===== src/rtl/aes192_wb_master_if.sv =====
// aes192_wb_master_if: user request/response and Wishbone master signal bundle
interface aes192_wb_master_if;
  logic         req_valid;
  logic         req_ready;
  logic [127:0] req_pt;
  logic [191:0] req_key;
  logic         rsp_valid;
  logic         rsp_ready;
  logic [127:0] rsp_ct;
  logic         rsp_err;
  logic [31:0]  wb_adr_o;
  logic [31:0]  wb_dat_o;
  logic [3:0]   wb_sel_o;
  logic         wb_we_o;
  logic         wb_stb_o;
  logic         wb_cyc_o;
  logic [31:0]  wb_dat_i;
  logic         wb_ack_i;
  logic         wb_err_i;
  modport master (
    input  req_valid, req_pt, req_key, rsp_ready, wb_dat_i, wb_ack_i, wb_err_i,
    output req_ready, rsp_valid, rsp_ct, rsp_err,
           wb_adr_o, wb_dat_o, wb_sel_o, wb_we_o, wb_stb_o, wb_cyc_o
  );
  modport slave (
    output req_valid, req_pt, req_key, rsp_ready, wb_dat_i, wb_ack_i, wb_err_i,
    input  req_ready, rsp_valid, rsp_ct, rsp_err,
           wb_adr_o, wb_dat_o, wb_sel_o, wb_we_o, wb_stb_o, wb_cyc_o
  );
endinterface


===== src/rtl/aes192_wb_master.sv =====
// aes192_wb_master: drives an AES-192 Wishbone slave per request; optional key cache via AES192_WB_MASTER_KEY_CACHE_EN
module aes192_wb_master #(
  parameter logic [31:0] BASE_ADDR   = 32'h0,
  parameter int          POLL_DELAY  = 4,
  parameter int          ACK_TIMEOUT = 16,
  parameter int          POLL_LIMIT  = 1024
) (
  input logic wb_clk_i,
  input logic wb_rst_i,
  aes192_wb_master_if.master bus
);
  localparam int DW = $clog2(POLL_DELAY + 1);
  localparam int TW = $clog2(ACK_TIMEOUT + 1);
  localparam int PW = $clog2(POLL_LIMIT + 1);
  typedef enum logic [2:0] {IDLE, WR_PT, WR_KEY, START, WAIT, POLL, RD_CT, RESP} state_t;
  state_t state, state_n;
  logic stb, stb_n, we, we_n, err, err_n, fail, hit, active, xwe;
  logic [31:0] adr, adr_n, dat, dat_n, xadr, xdat;
  logic [2:0] cnt, cnt_n;
  logic [TW-1:0] tmo, tmo_n;
  logic [PW-1:0] polls, polls_n;
  logic [DW-1:0] dly, dly_n;
  logic [127:0] pt, pt_n, ct, ct_n;
  logic [191:0] key, key_n;
  assign active = state inside {WR_PT, WR_KEY, START, POLL, RD_CT};
  assign xwe = state inside {WR_PT, WR_KEY, START};
  assign xadr = BASE_ADDR + (state == WR_PT  ? 32'h04 + {27'd0, cnt, 2'b00} :
                             state == WR_KEY ? 32'h14 + {27'd0, cnt, 2'b00} :
                             state == POLL   ? 32'h2C :
                             state == RD_CT  ? 32'h30 + {27'd0, cnt, 2'b00} : 32'h0);
  assign xdat = state == WR_PT  ? pt[{cnt[1:0], 5'd0} +: 32] :
                state == WR_KEY ? key[{cnt, 5'd0} +: 32] :
                state == START  ? 32'h1 : 32'h0;
  assign bus.req_ready = state == IDLE;
  assign bus.rsp_valid = state == RESP;
  assign bus.rsp_ct = ct;
  assign bus.rsp_err = err;
  assign bus.wb_adr_o = adr;
  assign bus.wb_dat_o = dat;
  assign bus.wb_we_o = we;
  assign bus.wb_stb_o = stb;
  assign bus.wb_cyc_o = stb;
  assign bus.wb_sel_o = {4{stb}};
  always_comb begin
    state_n = state;
    stb_n = stb;
    adr_n = adr;
    dat_n = dat;
    we_n = we;
    cnt_n = cnt;
    tmo_n = tmo;
    polls_n = polls;
    dly_n = dly;
    pt_n = pt;
    key_n = key;
    ct_n = ct;
    err_n = err;
    fail = 1'b0;
    if (state == IDLE && bus.req_valid) begin
      state_n = WR_PT;
      pt_n = bus.req_pt;
      key_n = bus.req_key;
      ct_n = '0;
      cnt_n = '0;
      polls_n = '0;
    end
    // the first poll is launched straight out of WAIT so the idle gap is exactly POLL_DELAY
    if (state == WAIT) begin
      dly_n = dly + 1'b1;
      if (dly == DW'(POLL_DELAY - 1)) begin
        state_n = POLL;
        stb_n = 1'b1;
        adr_n = BASE_ADDR + 32'h2C;
        tmo_n = '0;
      end
    end
    if (state == RESP && bus.rsp_ready) state_n = IDLE;
    if (active && !stb) begin
      stb_n = 1'b1;
      adr_n = xadr;
      dat_n = xdat;
      we_n = xwe;
      tmo_n = '0;
    end
    if (active && stb) begin
      if (bus.wb_ack_i || bus.wb_err_i) begin
        stb_n = 1'b0;
        adr_n = '0;
        dat_n = '0;
        we_n = 1'b0;
      end
      if (bus.wb_err_i || (!bus.wb_ack_i && tmo == TW'(ACK_TIMEOUT - 1))) fail = 1'b1;
      else if (!bus.wb_ack_i) tmo_n = tmo + 1'b1;
      else begin
        cnt_n = cnt + 3'd1;
        case (state)
          WR_PT: if (cnt == 3'd3) begin
            cnt_n = '0;
            state_n = hit ? START : WR_KEY;
          end
          WR_KEY: if (cnt == 3'd5) begin
            cnt_n = '0;
            state_n = START;
          end
          START: begin
            state_n = WAIT;
            dly_n = '0;
          end
          POLL: begin
            cnt_n = '0;
            polls_n = polls + 1'b1;
            state_n = bus.wb_dat_i[0] ? RD_CT : POLL;
            fail = !bus.wb_dat_i[0] && polls == PW'(POLL_LIMIT - 1);
          end
          RD_CT: begin
            ct_n[{2'd3 - cnt[1:0], 5'd0} +: 32] = bus.wb_dat_i;
            if (cnt == 3'd3) begin
              cnt_n = '0;
              state_n = RESP;
              err_n = 1'b0;
            end
          end
          default: ;
        endcase
      end
    end
    if (fail) begin
      state_n = RESP;
      err_n = 1'b1;
      ct_n = '0;
      stb_n = 1'b0;
      adr_n = '0;
      dat_n = '0;
      we_n = 1'b0;
      cnt_n = '0;
    end
  end
  always_ff @(posedge wb_clk_i) begin
    if (wb_rst_i) begin
      state <= IDLE;
      stb <= 1'b0;
      adr <= '0;
      dat <= '0;
      we <= 1'b0;
      cnt <= '0;
      tmo <= '0;
      polls <= '0;
      dly <= '0;
      pt <= '0;
      key <= '0;
      ct <= '0;
      err <= 1'b0;
    end else begin
      state <= state_n;
      stb <= stb_n;
      adr <= adr_n;
      dat <= dat_n;
      we <= we_n;
      cnt <= cnt_n;
      tmo <= tmo_n;
      polls <= polls_n;
      dly <= dly_n;
      pt <= pt_n;
      key <= key_n;
      ct <= ct_n;
      err <= err_n;
    end
  end
`ifdef AES192_WB_MASTER_KEY_CACHE_EN
  logic [191:0] cache;
  logic cvld;
  always_ff @(posedge wb_clk_i) begin
    if (wb_rst_i || fail) cvld <= 1'b0;
    else if (state == WR_KEY && stb && bus.wb_ack_i && cnt == 3'd5) begin
      cvld <= 1'b1;
      cache <= key;
    end
  end
  assign hit = cvld && cache == key;
`else
  assign hit = 1'b0;
`endif
endmodule


===== src/flat_wrapper.sv =====
// flat-port wrapper written by rule: the top's interface ports become plain ports
module aes192_wb_master_flat 
#(
  parameter logic [31:0] BASE_ADDR   = 32'h0,
  parameter int          POLL_DELAY  = 4,
  parameter int          ACK_TIMEOUT = 16,
  parameter int          POLL_LIMIT  = 1024
)
  (wb_clk_i, wb_rst_i, bus_req_valid, bus_req_pt, bus_req_key, bus_rsp_ready, bus_wb_dat_i, bus_wb_ack_i, bus_wb_err_i, bus_req_ready, bus_rsp_valid, bus_rsp_ct, bus_rsp_err, bus_wb_adr_o, bus_wb_dat_o, bus_wb_sel_o, bus_wb_we_o, bus_wb_stb_o, bus_wb_cyc_o);
  aes192_wb_master_if bus_i ();
  input logic wb_clk_i;
  input logic wb_rst_i;
  input wire logic [$bits(bus_i.req_valid)-1:0] bus_req_valid;
  input wire logic [$bits(bus_i.req_pt)-1:0] bus_req_pt;
  input wire logic [$bits(bus_i.req_key)-1:0] bus_req_key;
  input wire logic [$bits(bus_i.rsp_ready)-1:0] bus_rsp_ready;
  input wire logic [$bits(bus_i.wb_dat_i)-1:0] bus_wb_dat_i;
  input wire logic [$bits(bus_i.wb_ack_i)-1:0] bus_wb_ack_i;
  input wire logic [$bits(bus_i.wb_err_i)-1:0] bus_wb_err_i;
  output wire logic [$bits(bus_i.req_ready)-1:0] bus_req_ready;
  output wire logic [$bits(bus_i.rsp_valid)-1:0] bus_rsp_valid;
  output wire logic [$bits(bus_i.rsp_ct)-1:0] bus_rsp_ct;
  output wire logic [$bits(bus_i.rsp_err)-1:0] bus_rsp_err;
  output wire logic [$bits(bus_i.wb_adr_o)-1:0] bus_wb_adr_o;
  output wire logic [$bits(bus_i.wb_dat_o)-1:0] bus_wb_dat_o;
  output wire logic [$bits(bus_i.wb_sel_o)-1:0] bus_wb_sel_o;
  output wire logic [$bits(bus_i.wb_we_o)-1:0] bus_wb_we_o;
  output wire logic [$bits(bus_i.wb_stb_o)-1:0] bus_wb_stb_o;
  output wire logic [$bits(bus_i.wb_cyc_o)-1:0] bus_wb_cyc_o;
  assign bus_i.req_valid = bus_req_valid;
  assign bus_i.req_pt = bus_req_pt;
  assign bus_i.req_key = bus_req_key;
  assign bus_i.rsp_ready = bus_rsp_ready;
  assign bus_i.wb_dat_i = bus_wb_dat_i;
  assign bus_i.wb_ack_i = bus_wb_ack_i;
  assign bus_i.wb_err_i = bus_wb_err_i;
  assign bus_req_ready = bus_i.req_ready;
  assign bus_rsp_valid = bus_i.rsp_valid;
  assign bus_rsp_ct = bus_i.rsp_ct;
  assign bus_rsp_err = bus_i.rsp_err;
  assign bus_wb_adr_o = bus_i.wb_adr_o;
  assign bus_wb_dat_o = bus_i.wb_dat_o;
  assign bus_wb_sel_o = bus_i.wb_sel_o;
  assign bus_wb_we_o = bus_i.wb_we_o;
  assign bus_wb_stb_o = bus_i.wb_stb_o;
  assign bus_wb_cyc_o = bus_i.wb_cyc_o;
  aes192_wb_master #(.BASE_ADDR(BASE_ADDR), .POLL_DELAY(POLL_DELAY), .ACK_TIMEOUT(ACK_TIMEOUT), .POLL_LIMIT(POLL_LIMIT)) u_core (.wb_clk_i(wb_clk_i), .wb_rst_i(wb_rst_i), .bus(bus_i));
endmodule

===== config.mk =====
export PLATFORM = sky130hd
export DESIGN_NAME = aes192_wb_master_flat
export DESIGN_NICKNAME = d
export VERILOG_FILES = /design/src/rtl/aes192_wb_master_if.sv /design/src/rtl/aes192_wb_master.sv /design/src/flat_wrapper.sv
export SDC_FILE = /design/constraint.sdc
export NUM_CORES = 1
export LEC_CHECK = 0
export ABC_AREA = 1
export CAP_MARGIN = 40
export CORE_UTILIZATION = 25
export CTS_CLUSTER_SIZE = 30
export DETAILED_ROUTE_END_ITERATION = 6
export MAX_ROUTING_LAYER = met4
export PLACE_DENSITY = 0.53
export SLEW_MARGIN = 0
export SYNTH_ARGS = -nofsm -noshare
export SYNTH_HDL_FRONTEND = slang
export SYNTH_SLANG_ARGS = --single-unit

===== constraint.sdc =====
create_clock -name wb_clk_i -period 4.51 [get_ports wb_clk_i]
set_clock_uncertainty 0.2 [all_clocks]
set_input_delay 0.902 -clock wb_clk_i [delete_from_list [all_inputs] [get_ports wb_clk_i]]
set_output_delay 0.902 -clock wb_clk_i [all_outputs]
set_load 0.01 [all_outputs]

==> metrics.cfg <==
[clocking]
cts_buffers=66
clk_pin_slew_worst_paths_ns=0.06
cts.path.max_buffers=3
clkLatencyLatePin_ns=0.62
hold_buffers=0
cts_setup_buffers=0
cts.sinks=540
cts_tree=done
cts.root.buffer_cell=clkbuf_16
cts_resized=0
cts_max_level=3

[pwr]
p_leak_nw=11.5
total_power_mw=12.6
power_density_mw_per_mm2=405
peakVddDrop_mv=0.214

[global_route]
grt_pass1_vias=20800
track_usage_pct=20.4
grt_max_degree=200
grt_pass1_wl_mm=135
antenna_found_initial=16
overflow=0

[timing]
fin_setup_tns_ns=0
finalSetupViolCount=0
final_hold_viol_count=0
rsz0062_at_grt=no
worst_slack_ns=1.21
worstMarginPinSlew_ns=0.940
fin_crit_sh_pct=73.2
clock.fmax_mhz=303
max_slew_margin_pct=37.3
drv_slew=0
fin_crit_ns=3.30
hold_slack_ns=0.240

[drt]
routed_via_density=4.63
top_layer_used=met4
drt-total-wl_mm=93.3
routed_wire_length_per_instance_um=19.4
wl_met1_mm=42.1
num_vias=22300
drtIter0Drc=1810
drc_errors=24
antenna_left=0
first_pass_iters=7
wl_met2_mm=42.5
dr_wl_met3_mm=5.74

[finish]
fin_nets=3959
n_fill_cell=9456
layout_common_cells=nand2_1, a21oi_1, clkdlybuf4s50_1
utilization_pct=35.1
post-route-cell-area_mm2=0.0311
final_cells=4813
area_growth_pct=38.7
drive_gt1_share_pct=5.39
layout_commonest_cell=nand2_1

[yosys]
synth.avg_cell_area_um2=7.10
async_flop_share_pct=0
synth_top_area_share_pct=48.2
synth_edf_count=0
dominantRegCellSynth=dfxtp_1
syn-instance-count=3160
synth-seq-area-share_pct=48.2
synth.net_count=3530
yosysWarningCount=0
synth_top_area_cell=dfxtp_1
synth_seq_cells=540
netlist_top_cells_area=dfxtp_1, nand2_1, a21oi_1
ys_types=34
syn_area_mm2=0.0224

[floorplan]
start_util_pct=25.3
rows=109
die_height_um=302
die_w_um=302
coreArea_mm2=0.0886
die-area_mm2=0.0910
io_pins=560

[worst_setup_path]
regToRegEndpoint=u_core.bus.wb_dat_o[5]
r2r_cells=7
crit_slowest_cell=clkdlybuf4s50_1
cp.required_ns=3.41
cp-end-kind=primary output
critPathMaxFanout=10
worstPathArrival_ns=2.20
worstSetupStartpointType=flip-flop
max_stage_delay_ns=0.65
reg2reg_from=u_core.cnt[0]
r2r_slack_ns=1.38
startpoint=u_core.state[2]
path_cells=nand2_2 -> nor2_2 -> clkdlybuf4s50_1
worstSetupPathType=reg -> out

[min_path]
whs_path_depth=2
holdCritStartpoint=u_core.bus.wb_adr_o[31]
hold_end=u_core.bus.wb_adr_o[31]
hold_class=reg -> reg

[placed_design]
dpl_cell_area_mm2=0.0290
dp_cells=4686
hpwl_mm=66.1
dp_worst_setup_slack_ns=1.12
portBuffers=559
globalplace.congestion=0.856

[outcome]
outcome=complete, but fails checks
failed_checks=design-rule violations

[flow_run]
cap_viol_max_count=0

## cell usage after synthesis (2+ instances only)
library cell	count
nor2_1	177
buf_4	23
nor3_1	8
nor2_2	8
clkbuf_1	145
o21ai_0	341
xor2_1	2
o22ai_1	19
a21oi_1	599
nand4_1	2
buf_2	58
nand3_2	4
nor2_4	4
nand3_1	74
a22oi_1	2
inv_1	204
nand3b_1	2
ha_1	12
o21ai_1	8
and3_1	2
dfxtp_1	540
or2_2	16
buf_1	13
nand2_2	4
clkinv_1	4
a21oi_2	3
inv_2	11
nand2_1	869
## cells by family (layout without fill, tap and decap cells)
logic type                 count (synthesis)  after routing  share of synthesized area [%]
buffers and inverters                    458            932                           8.37
xor gates and xnor gates                   2              2                         0.0780
other                                      0             14                              0
and+or+nand+nor                         1171           1171                           20.7
DFF                                      540            540                           48.2
AOI/OAI and AO/OA                        975            975                           21.9
adders and majority gates                 12             12                          0.669
muxes                                      2              2                         0.0948
## worst max path at each step
stage               slack (ns)  cells after the start                     end
global placement          1.04                      7  u_core.bus.wb_dat_o[0]
CTS                       1.14                      3           bus_rsp_valid
global route              1.09                      3           bus_rsp_valid
floorplan                 2.02                     11   u_core.bus.rsp_ct[10]
finish                    1.21                      3           bus_rsp_valid
detailed placement        1.12                      8        u_core.polls[10]
## sequential cells by signal, summed over array words and instances, names as in the netlist, 5 cells and up
name and count:
u_core.polls 11, u_core.bus.wb_dat_o 32, u_core.tmo 5, u_core.bus.wb_adr_o 32, u_core.pt 128, u_core.key 192, u_core.bus.rsp_ct 128
## metal layers
metal	up-vias	GRT usage, %
met5	-	-
met4	0	7.79
met3	128	3.85
met2	602	31.0
met1	10400	26.6
li1	11200	-
## critical path: cells and delay by family (launching register included)
kind / cells / cell delay [ns]
buffers and inverters: 1 / 0.65
and+or+nand+nor: 2 / 0.38
DFF: 1 / 0.56
## layout make-up
cell class / count / area [um2] / share of cell area [%]
clock buffers: 93 / 1860 / 5.99
multi-input cells: 2162 / 9790 / 31.5
repair buffers: 600 / 6060 / 19.5
inverters: 219 / 831 / 2.67
well taps: 1165 / 1460 / 4.68
flip-flops and latches: 540 / 10800 / 34.7
clock inverters: 20 / 274 / 0.880
diodes: 14 / 35.0 / 0.113
## where the power goes
| part | total, mW | switching (mW) | internal, mW |
|---|---|---|---|
| sequential | 5.25 | 0.143 | 5.11 |
| clock | 5.38 | 2.20 | 3.18 |
| combinational | 1.98 | 1.20 | 0.783 |
Power figures use the tool's default switching activity.
